## src/rtl/usb2_ep_sched.sv

```systemverilog
// USB 2.0 transaction scheduler: turns decoded tokens into dispatch/NAK/STALL decisions,
// owns the per-endpoint data toggles and sequences one data phase at a time.
module usb2_ep_sched #(
   parameter int unsigned NUM_EP  = 3,
   parameter int unsigned TIMEOUT = 1023
) (
   input  logic              i_phy_clk,
   input  logic              i_reset,
   input  logic              i_se0_reset,
   input  logic              i_token_valid,
   input  logic [3:0]        i_token_pid,
   input  logic [3:0]        i_token_endp,
   input  logic [NUM_EP-1:0] i_ep_ready,
   input  logic              i_xfer_done,
   input  logic              i_xfer_ack,
   output logic              o_xfer_in,
   output logic              o_xfer_out,
   output logic [3:0]        o_xfer_endp,
   output logic [3:0]        o_xfer_pid,
   output logic              o_resp_nak,
   output logic              o_resp_stall,
   output logic              o_busy,
   output logic [NUM_EP-1:0] o_ep_ready_latch,
   output logic              o_err_missed_ep_ready,
   output logic              o_err_timeout,
   output logic              o_err_token_overrun
);

   localparam logic [1:0] ST_IDLE = 2'd0;
   localparam logic [1:0] ST_XFER = 2'd1;
   localparam logic [1:0] ST_DONE = 2'd2;

   localparam logic [3:0] PID_IN    = 4'b1001;
   localparam logic [3:0] PID_OUT   = 4'b0001;
   localparam logic [3:0] PID_SETUP = 4'b1101;
   localparam logic [3:0] PID_DATA0 = 4'b0011;
   localparam logic [3:0] PID_DATA1 = 4'b1011;

   localparam int unsigned CW = $clog2(TIMEOUT + 1);

   logic [1:0]        r_state;
   logic [CW-1:0]     r_cnt;
   logic [NUM_EP-1:0] r_ep_ready_prev;
   logic [NUM_EP-1:0] r_latch;
   logic [NUM_EP-1:0] r_toggle;
   logic              r_xfer_in;
   logic              r_xfer_out;
   logic [3:0]        r_xfer_endp;
   logic [3:0]        r_xfer_pid;
   logic              r_resp_nak;
   logic              r_resp_stall;
   logic              r_err_missed;
   logic              r_err_timeout;
   logic              r_err_overrun;

   logic [NUM_EP-1:0] w_rise;
   logic [NUM_EP-1:0] w_sel_mask;
   logic [NUM_EP-1:0] w_clr;
   logic [15:0]       w_latch16;
   logic [15:0]       w_toggle16;
   logic              w_endp_ok;
   logic              w_tok_latch;
   logic              w_tok_toggle;
   logic              w_ack;

   // Ready edges are swallowed while the bus is held in reset.
   assign w_rise       = i_ep_ready & ~r_ep_ready_prev & {NUM_EP{~i_se0_reset}};
   assign w_latch16    = {{(16 - NUM_EP){1'b0}}, r_latch};
   assign w_toggle16   = {{(16 - NUM_EP){1'b0}}, r_toggle};
   assign w_endp_ok    = ({28'd0, i_token_endp} < NUM_EP);
   assign w_tok_latch  = w_latch16[i_token_endp];
   assign w_tok_toggle = w_toggle16[i_token_endp];
   assign w_ack        = (r_state == ST_XFER) & i_xfer_done & i_xfer_ack;
   assign w_clr        = w_sel_mask & {NUM_EP{w_ack}};

   always_comb begin
      w_sel_mask = '0;
      for (int e = 0; e < NUM_EP; e++) begin
         w_sel_mask[e] = (r_xfer_endp == 4'(e));
      end
   end

   always_ff @(posedge i_phy_clk) begin
      if (i_reset) begin
         r_state         <= ST_IDLE;
         r_cnt           <= '0;
         r_ep_ready_prev <= '0;
         r_latch         <= '0;
         r_toggle        <= '0;
         r_xfer_in       <= 1'b0;
         r_xfer_out      <= 1'b0;
         r_xfer_endp     <= 4'd0;
         r_xfer_pid      <= 4'd0;
         r_resp_nak      <= 1'b0;
         r_resp_stall    <= 1'b0;
         r_err_missed    <= 1'b0;
         r_err_timeout   <= 1'b0;
         r_err_overrun   <= 1'b0;
      end else begin
         r_ep_ready_prev <= i_ep_ready;
         r_resp_nak      <= 1'b0;
         r_resp_stall    <= 1'b0;
         if (|(w_rise & r_latch)) r_err_missed <= 1'b1;
         if (i_token_valid && (r_state != ST_IDLE)) r_err_overrun <= 1'b1;

         if (i_se0_reset) begin
            r_state     <= ST_IDLE;
            r_cnt       <= '0;
            r_latch     <= '0;
            r_toggle    <= '0;
            r_xfer_in   <= 1'b0;
            r_xfer_out  <= 1'b0;
            r_xfer_endp <= 4'd0;
            r_xfer_pid  <= 4'd0;
         end else begin
            // Set wins over a same-cycle retire clear.
            r_latch <= (r_latch & ~w_clr) | w_rise;
            case (r_state)
               ST_IDLE: begin
                  if (i_token_valid) begin
                     if (!w_endp_ok) begin
                        r_resp_stall <= 1'b1;
                     end else begin
                        case (i_token_pid)
                           PID_SETUP: begin
                              if (i_token_endp == 4'd0) begin
                                 r_toggle[0] <= 1'b0;
                                 r_xfer_in   <= 1'b1;
                                 r_xfer_pid  <= PID_DATA0;
                                 r_xfer_endp <= i_token_endp;
                                 r_state     <= ST_XFER;
                              end else begin
                                 r_resp_stall <= 1'b1;
                              end
                           end
                           PID_IN, PID_OUT: begin
                              if (w_tok_latch) begin
                                 r_xfer_in   <= (i_token_pid == PID_OUT);
                                 r_xfer_out  <= (i_token_pid == PID_IN);
                                 r_xfer_pid  <= w_tok_toggle ? PID_DATA1 : PID_DATA0;
                                 r_xfer_endp <= i_token_endp;
                                 r_state     <= ST_XFER;
                              end else begin
                                 r_resp_nak <= 1'b1;
                              end
                           end
                           default: ;
                        endcase
                     end
                  end
               end
               ST_XFER: begin
                  if (i_xfer_done || (r_cnt == CW'(TIMEOUT - 1))) begin
                     // SETUP forced toggle[0] to 0, so the flip leaves it at 1.
                     if (w_ack) r_toggle <= r_toggle ^ w_sel_mask;
                     if (!i_xfer_done) r_err_timeout <= 1'b1;
                     r_xfer_in   <= 1'b0;
                     r_xfer_out  <= 1'b0;
                     r_xfer_endp <= 4'd0;
                     r_xfer_pid  <= 4'd0;
                     r_state     <= ST_DONE;
                  end else begin
                     r_cnt <= r_cnt + 1'b1;
                  end
               end
               ST_DONE: begin
                  r_cnt   <= '0;
                  r_state <= ST_IDLE;
               end
               default: r_state <= ST_IDLE;
            endcase
         end
      end
   end

   assign o_xfer_in             = r_xfer_in;
   assign o_xfer_out            = r_xfer_out;
   assign o_xfer_endp           = r_xfer_endp;
   assign o_xfer_pid            = r_xfer_pid;
   assign o_resp_nak            = r_resp_nak;
   assign o_resp_stall          = r_resp_stall;
   assign o_busy                = (r_state != ST_IDLE);
   assign o_ep_ready_latch      = r_latch;
   assign o_err_missed_ep_ready = r_err_missed;
   assign o_err_timeout         = r_err_timeout;
   assign o_err_token_overrun   = r_err_overrun;

endmodule

```

## config.mk

```make
export PLATFORM = sky130hd
export DESIGN_NAME = usb2_ep_sched
export DESIGN_NICKNAME = d
export VERILOG_FILES = /design/src/rtl/usb2_ep_sched.sv
export SDC_FILE = /design/constraint.sdc
export NUM_CORES = 1
export LEC_CHECK = 0
export ABC_CLOCK_PERIOD_IN_PS = 2850
export BUFFER_PORTS_ARGS = -buffer_cell sky130_fd_sc_hd__buf_2
export CAP_MARGIN = 10
export CELL_PAD_IN_SITES_DETAIL_PLACEMENT = 2
export CELL_PAD_IN_SITES_GLOBAL_PLACEMENT = 2
export CORE_MARGIN = 2
export CORE_UTILIZATION = 34
export DETAILED_ROUTE_END_ITERATION = 10
export GPL_TIMING_DRIVEN = 0
export PLACE_DENSITY = 0.92
export SYNTH_ARGS = -nofsm -noshare
export SYNTH_HDL_FRONTEND = slang
export SYNTH_SLANG_ARGS = --single-unit
export TNS_END_PERCENT = 30
```

## constraint.sdc

```tcl
create_clock -name i_phy_clk -period 2.85 [get_ports i_phy_clk]
set_input_delay 0.1425 -clock i_phy_clk [delete_from_list [all_inputs] [get_ports i_phy_clk]]
set_output_delay 0.1425 -clock i_phy_clk [all_outputs]
set_load 0.05 [all_outputs]
```

* After elaboration in Yosys (flattened, before gate mapping)
Cells that the tools add are included.
** Storage, ports and cells
- Flip-flop bits (word level) :: 36
- Latch bits :: 0
- Bits in writable memories :: 0
- Bits in read-only memories :: 0
- Output and inout port bits :: 19
- Memories kept :: 0
** Cells by class
- Add/sub/neg operators :: 1
- Multipliers :: 0
- Divide/modulo/power cells :: 0
- Magnitude comparators :: 2
- Equal/unequal tests :: 20
- Shift-type cells :: 0
- Mux-type cells :: 50
- Bitwise logic cells :: 17
- Reduce and logical (&&, ||, !) cells :: 20
** Operators by type and width (number)
- two-way mux 4 bit :: 10
- case mux 4 bit (2 select lines) :: 4
- two-way mux 1 bit :: 21
- case mux 10 bit (2 select lines) :: 1
- bitwise AND 3 bit :: 5
- AND reduction 7 bit :: 2
- != test 2 bit (second input constant) :: 6
- AND reduction 6 bit :: 2
- adder 10 x 1 -> 10 bit (second input constant) :: 1
- equality test 10 bit (second input constant) :: 1
- two-way mux 10 bit :: 1
- two-way mux 2 bit :: 5
- binary-select mux 1 bit (select 4 bit) :: 2
- equality test 4 x 1 -> 1 bit (second input constant) :: 2
- equality test 4 bit (second input constant) :: 2
- zero test 4 bit :: 2
- case mux 1 bit (2 select lines) :: 4
- case mux 2 bit (2 select lines) :: 2
- != test 2 x 1 -> 1 bit (second input constant) :: 3
- != test 3 bit (second input constant) :: 2
- inverter 1 bit :: 6
- inverter 3 bit :: 2
- nonzero test 2 bit :: 3
- OR reduction 6 bit :: 1
- other kinds (18) :: 20

* Longest topological paths before layout
- Depth after elaboration :: 8
- Gate-level depth with buffers :: 8

* Worst setup path after synthesis
Ideal clock, no wire load.
- Path type :: reg-to-reg
- Start point :: reg r_cnt[0]
- End point :: reg r_cnt[6]
- Library setup time :: 0.071 ns
- Data arrival time :: 1.703 ns
- Required time :: 2.779 ns
- Setup slack :: 1.076 ns
- Cell stages (with the launch flop) :: 9
- Buffers on the path :: 1
- Clock period less this slack :: 1.774 ns
- Cell sequence :: dfxtp_1 inv_1 ha_1 and3_1 nand4_2 nand2_1 buf_2 or4_1 a21oi_1
** On the way
- Word-level cells in the longest chain between the ends :: 4
- Elaborated cells on any way between the ends :: 7
** Ends and longest elaborated chain
- from (decl) :: line 42 : logic [CW-1:0] r_cnt;
- from (signal assigned) :: line 163 : r_cnt <= r_cnt + 1'b1;
- parallel branches: the longest is 4 deep, another holds adder 10 x 1 -> 10 bit
Several ways; the timed one is not identified. The select of a mux whose other input is x is not followed.
A chain may end at the register's enable or synchronous reset.

* Worst setup path after layout
- Start point :: reg r_cnt[0]
- End point :: reg r_cnt[9]
The elaborated chain is that of the path after synthesis.

==> metrics.txt <==
final HPWL from detailed placement=approximately 4000 µm; setup TNS=0 ns; number of placement rows=25; top-level I/O count=36; mean post-synth cell area=~9.1 µm²; final critical path time including I/O delays and setup=~2.1 ns; logic depth of the worst register-to-register path=8; Antenna Diode Count=0; area fraction of the dominant cell type after synthesis=between 40% and 50%; most frequently used flop master after synthesis=dfxtp_1; area inside the core boundary=roughly 0.0048 mm²; Leak Pwr=about 0.78 nW; Max transition margin=between 60% and 70%; worst r2r src=r_cnt[0]; fin nets=246; post-detailed-route DRC marker count=0; post-cts resize count=0; most frequent cells in the layout=buf_2 (34), dfxtp_1 (34), nor2_1 (20); async set-reset flop share out of synthesis=0%; worst-case clock buffer depth=2; overall die width=74.64 µm; post-synthesis sequential area ratio=between 40% and 50%; unrepaired setup endpoints after global routing=no; data arrival at the endpoint of the critical path=about 2.3 ns; DRT Pass-1 Iters=4; total standard cell area after synthesis=around 0.0017 mm²; Critical Path RT=3.05 ns; total of max-cap violations=0; global-route met3 utilization=3.614%; maximum VDD drop=about 0.39 mV; Syn Nets=a little over 200; share of cells above drive strength 1=26.99%; busiest layer in global routing=met2; growth of design area from synthesis to finish=19.54%; die outline height=about 75 µm; number of vias per cell after detailed routing=5.495; total track usage=21.70%; FMAX=about 470 MHz; area of placed instances=between 0.0015 and 0.002 mm²; CTS tree=built; M1 GR Usage=26.97%; wire length of the first global-routing pass=around 8900 µm; most area-hungry cell type in the Yosys netlist=dfxtp_1; cell breakdown of the critical path=inv_1 -> ha_1 -> and3_1 -> nand4_2 -> nand2_1 -> buf_2 -> or4_1 -> a21oi_1; wire length after detailed routing=5570 µm; non-filler cells, final=approximately 290; sinks on the clock net=34; Mapped Cells=~190; met2 Track Usage GR=36.97%; via count of the first global-routing pass=around 1,700; CP bufs+invs=2; Power per Cell Area=between 400 and 500 mW/mm²; Post-DRT Antenna Nets=0; largest cells by area after synthesis=dfxtp_1 (40%), nor2_1 (4.4%), a21oi_1 (3.8%), a31oi_4 (3.8%), nand2_1 (3.3%); Worst path slowest cell=or4_1; routed vias=~1,600; final routed wire length divided by cell count=approximately 19 µm; cell type group with the largest total delay on the critical path=simple AND/OR/NAND/NOR gates; post-CTS repair timing setup buffer count=0; number of hold-slack violations in the final timing report=0; Synthesis Warnings=0; Crit Path Max Fanout=10; gr ovfl total=0; min-delay worst type=in -> reg; setup slack on the worst flop-to-flop path=0.71 ns; destination of the worst hold path=r_ep_ready_prev[1]; Setup violations, final=0; depth of the CTS H-tree=2; largest net degree at the start of global routing=11; post-route design area=around 0.0020 mm²; clock network latency to the later pin of the worst-skew pair=between 0.2 and 0.3 ns; maximum single-stage delay on the critical path=0.51 ns; Post-Place Cells=287; slew at the pin with the worst max-slew slack=0.5750 ns; count of cell types in the netlist=54; initial antenna violation count=0; Clock Tree Root=clkbuf_8; kind of launch point of the worst setup path=flop; clock transition at the registers of the reported paths=0.07 ns; cell depth of the worst hold path=2; Worst R2R End=r_cnt[9]; portion of the clock cycle consumed by the worst path in the final layout=75.20%; number of DRC violations after detailed-routing iteration 0=58; initial standard-cell utilization of the core=approximately 36%; flops & latches, synth=34; hold wc startpoint=i_ep_ready[1]; hold buffer count at cts=0; category of the worst setup path capture point=flop; Max Transition Viols Final=0; Final Wtd Congestion=between 0.7 and 0.8; Max Clock Skew=0.009156 ns; Num CTS Buffers=5; Critical Setup Path Class=reg -> reg; status=finished, final reports clean; die area=between 0.005 and 0.006 mm²; number of synthesized flops with an enable pin=0; Port-buffer cells=33
layer usage:
| metal | vias to the layer above | wire length [µm] |
|---|---|---|
| met5 | - | 0 |
| met4 | 0 | 159 |
| met3 | 12 | 196 |
| met2 | 46 | 2849 |
| met1 | 791 | 2365 |
| li1 | 761 | - |
flip-flops by register name (all words and copies together) (netlist names), 2 cells and up:
| name | count |
|---|---|
| o_ep_ready_latch | 3 |
| o_xfer_endp | 4 |
| o_xfer_pid | 2 |
| r_cnt | 10 |
| r_ep_ready_prev | 3 |
| r_state | 2 |
| r_toggle | 3 |
layout make-up:
| type | instances | area (µm²) |
|---|---|---|
| Multi-Input combinational cell | 141 | 948.4 |
| Timing Repair Buffer | 33 | 165.2 |
| Tap cell | 67 | 83.83 |
| Sequential cell | 34 | 680.7 |
| Inverter | 4 | 15.01 |
| Clock buffer | 6 | 82.58 |
| Buffer | 8 | 52.55 |
| Fill cell | 573 | 2726 |
report_power, final:
group	switching, mW	internal, mW
Clock	0.172	0.186
Sequential	0.00402	0.481
Combinational	0.0556	0.0278
cell families (layout without fill, tap and decap cells):
kind of cell	count (synthesis)	after routing	synth area share, %
buf+inv	12	51	3.981
compound gates	41	41	19.54
fa+ha+maj	2	2	1.475
other cells	1	1	0.2210
xor+xnor	5	5	2.582
mux	3	3	1.770
simple gates	89	89	30.31
flops	34	34	40.12
synth_stat cells, types with 2 or more instances:
cell type,number
nand4_1,2
nor3_1,5
ha_1,2
a21oi_1,13
a211oi_1,3
nand3b_1,3
and4_1,2
buf_4,3
xor2_1,2
o21ai_0,3
or4_1,5
inv_1,4
a31oi_4,3
o311ai_0,3
nor2_1,20
a31oi_1,3
dfxtp_1,34
nand2b_1,4
nand4b_1,2
nand3_1,8
nor4b_2,2
nor2b_1,6
nand2_1,15
xnor2_1,3
a32o_1,3
mux2i_1,3
clkbuf_1,3
and2_1,2
through the flow:
step / power (mW) / util (%) / hold WS [ns] / setup slack (ns)
after floorplan: 0.5448 / - / 0.2141 / 1.076
after global placement: 0.5744 / 40.92 / 0.3702 / 0.8816
after detailed placement: 0.5773 / 40.92 / 0.3812 / 0.8296
after CTS: 0.9385 / 42.66 / 0.08171 / 0.7380
after global routing: 0.9591 / 42.66 / 0.09443 / 0.6335
final: 0.9265 / 42.66 / 0.08528 / 0.7067
worst max path at each step:
stage,start,end,slack [ns],cells after the start
2_1_floorplan,r_cnt[0],r_cnt[6],1.08,8
3_3_place_gp,r_cnt[0],r_cnt[6],0.88,8
3_5_place_dp,r_cnt[0],r_cnt[9],0.83,8
4_1_cts,r_cnt[0],r_cnt[9],0.74,8
5_1_grt,r_cnt[0],r_cnt[9],0.63,8
6_report,r_cnt[0],r_cnt[9],0.71,8
(Power assumes the default switching activity.)
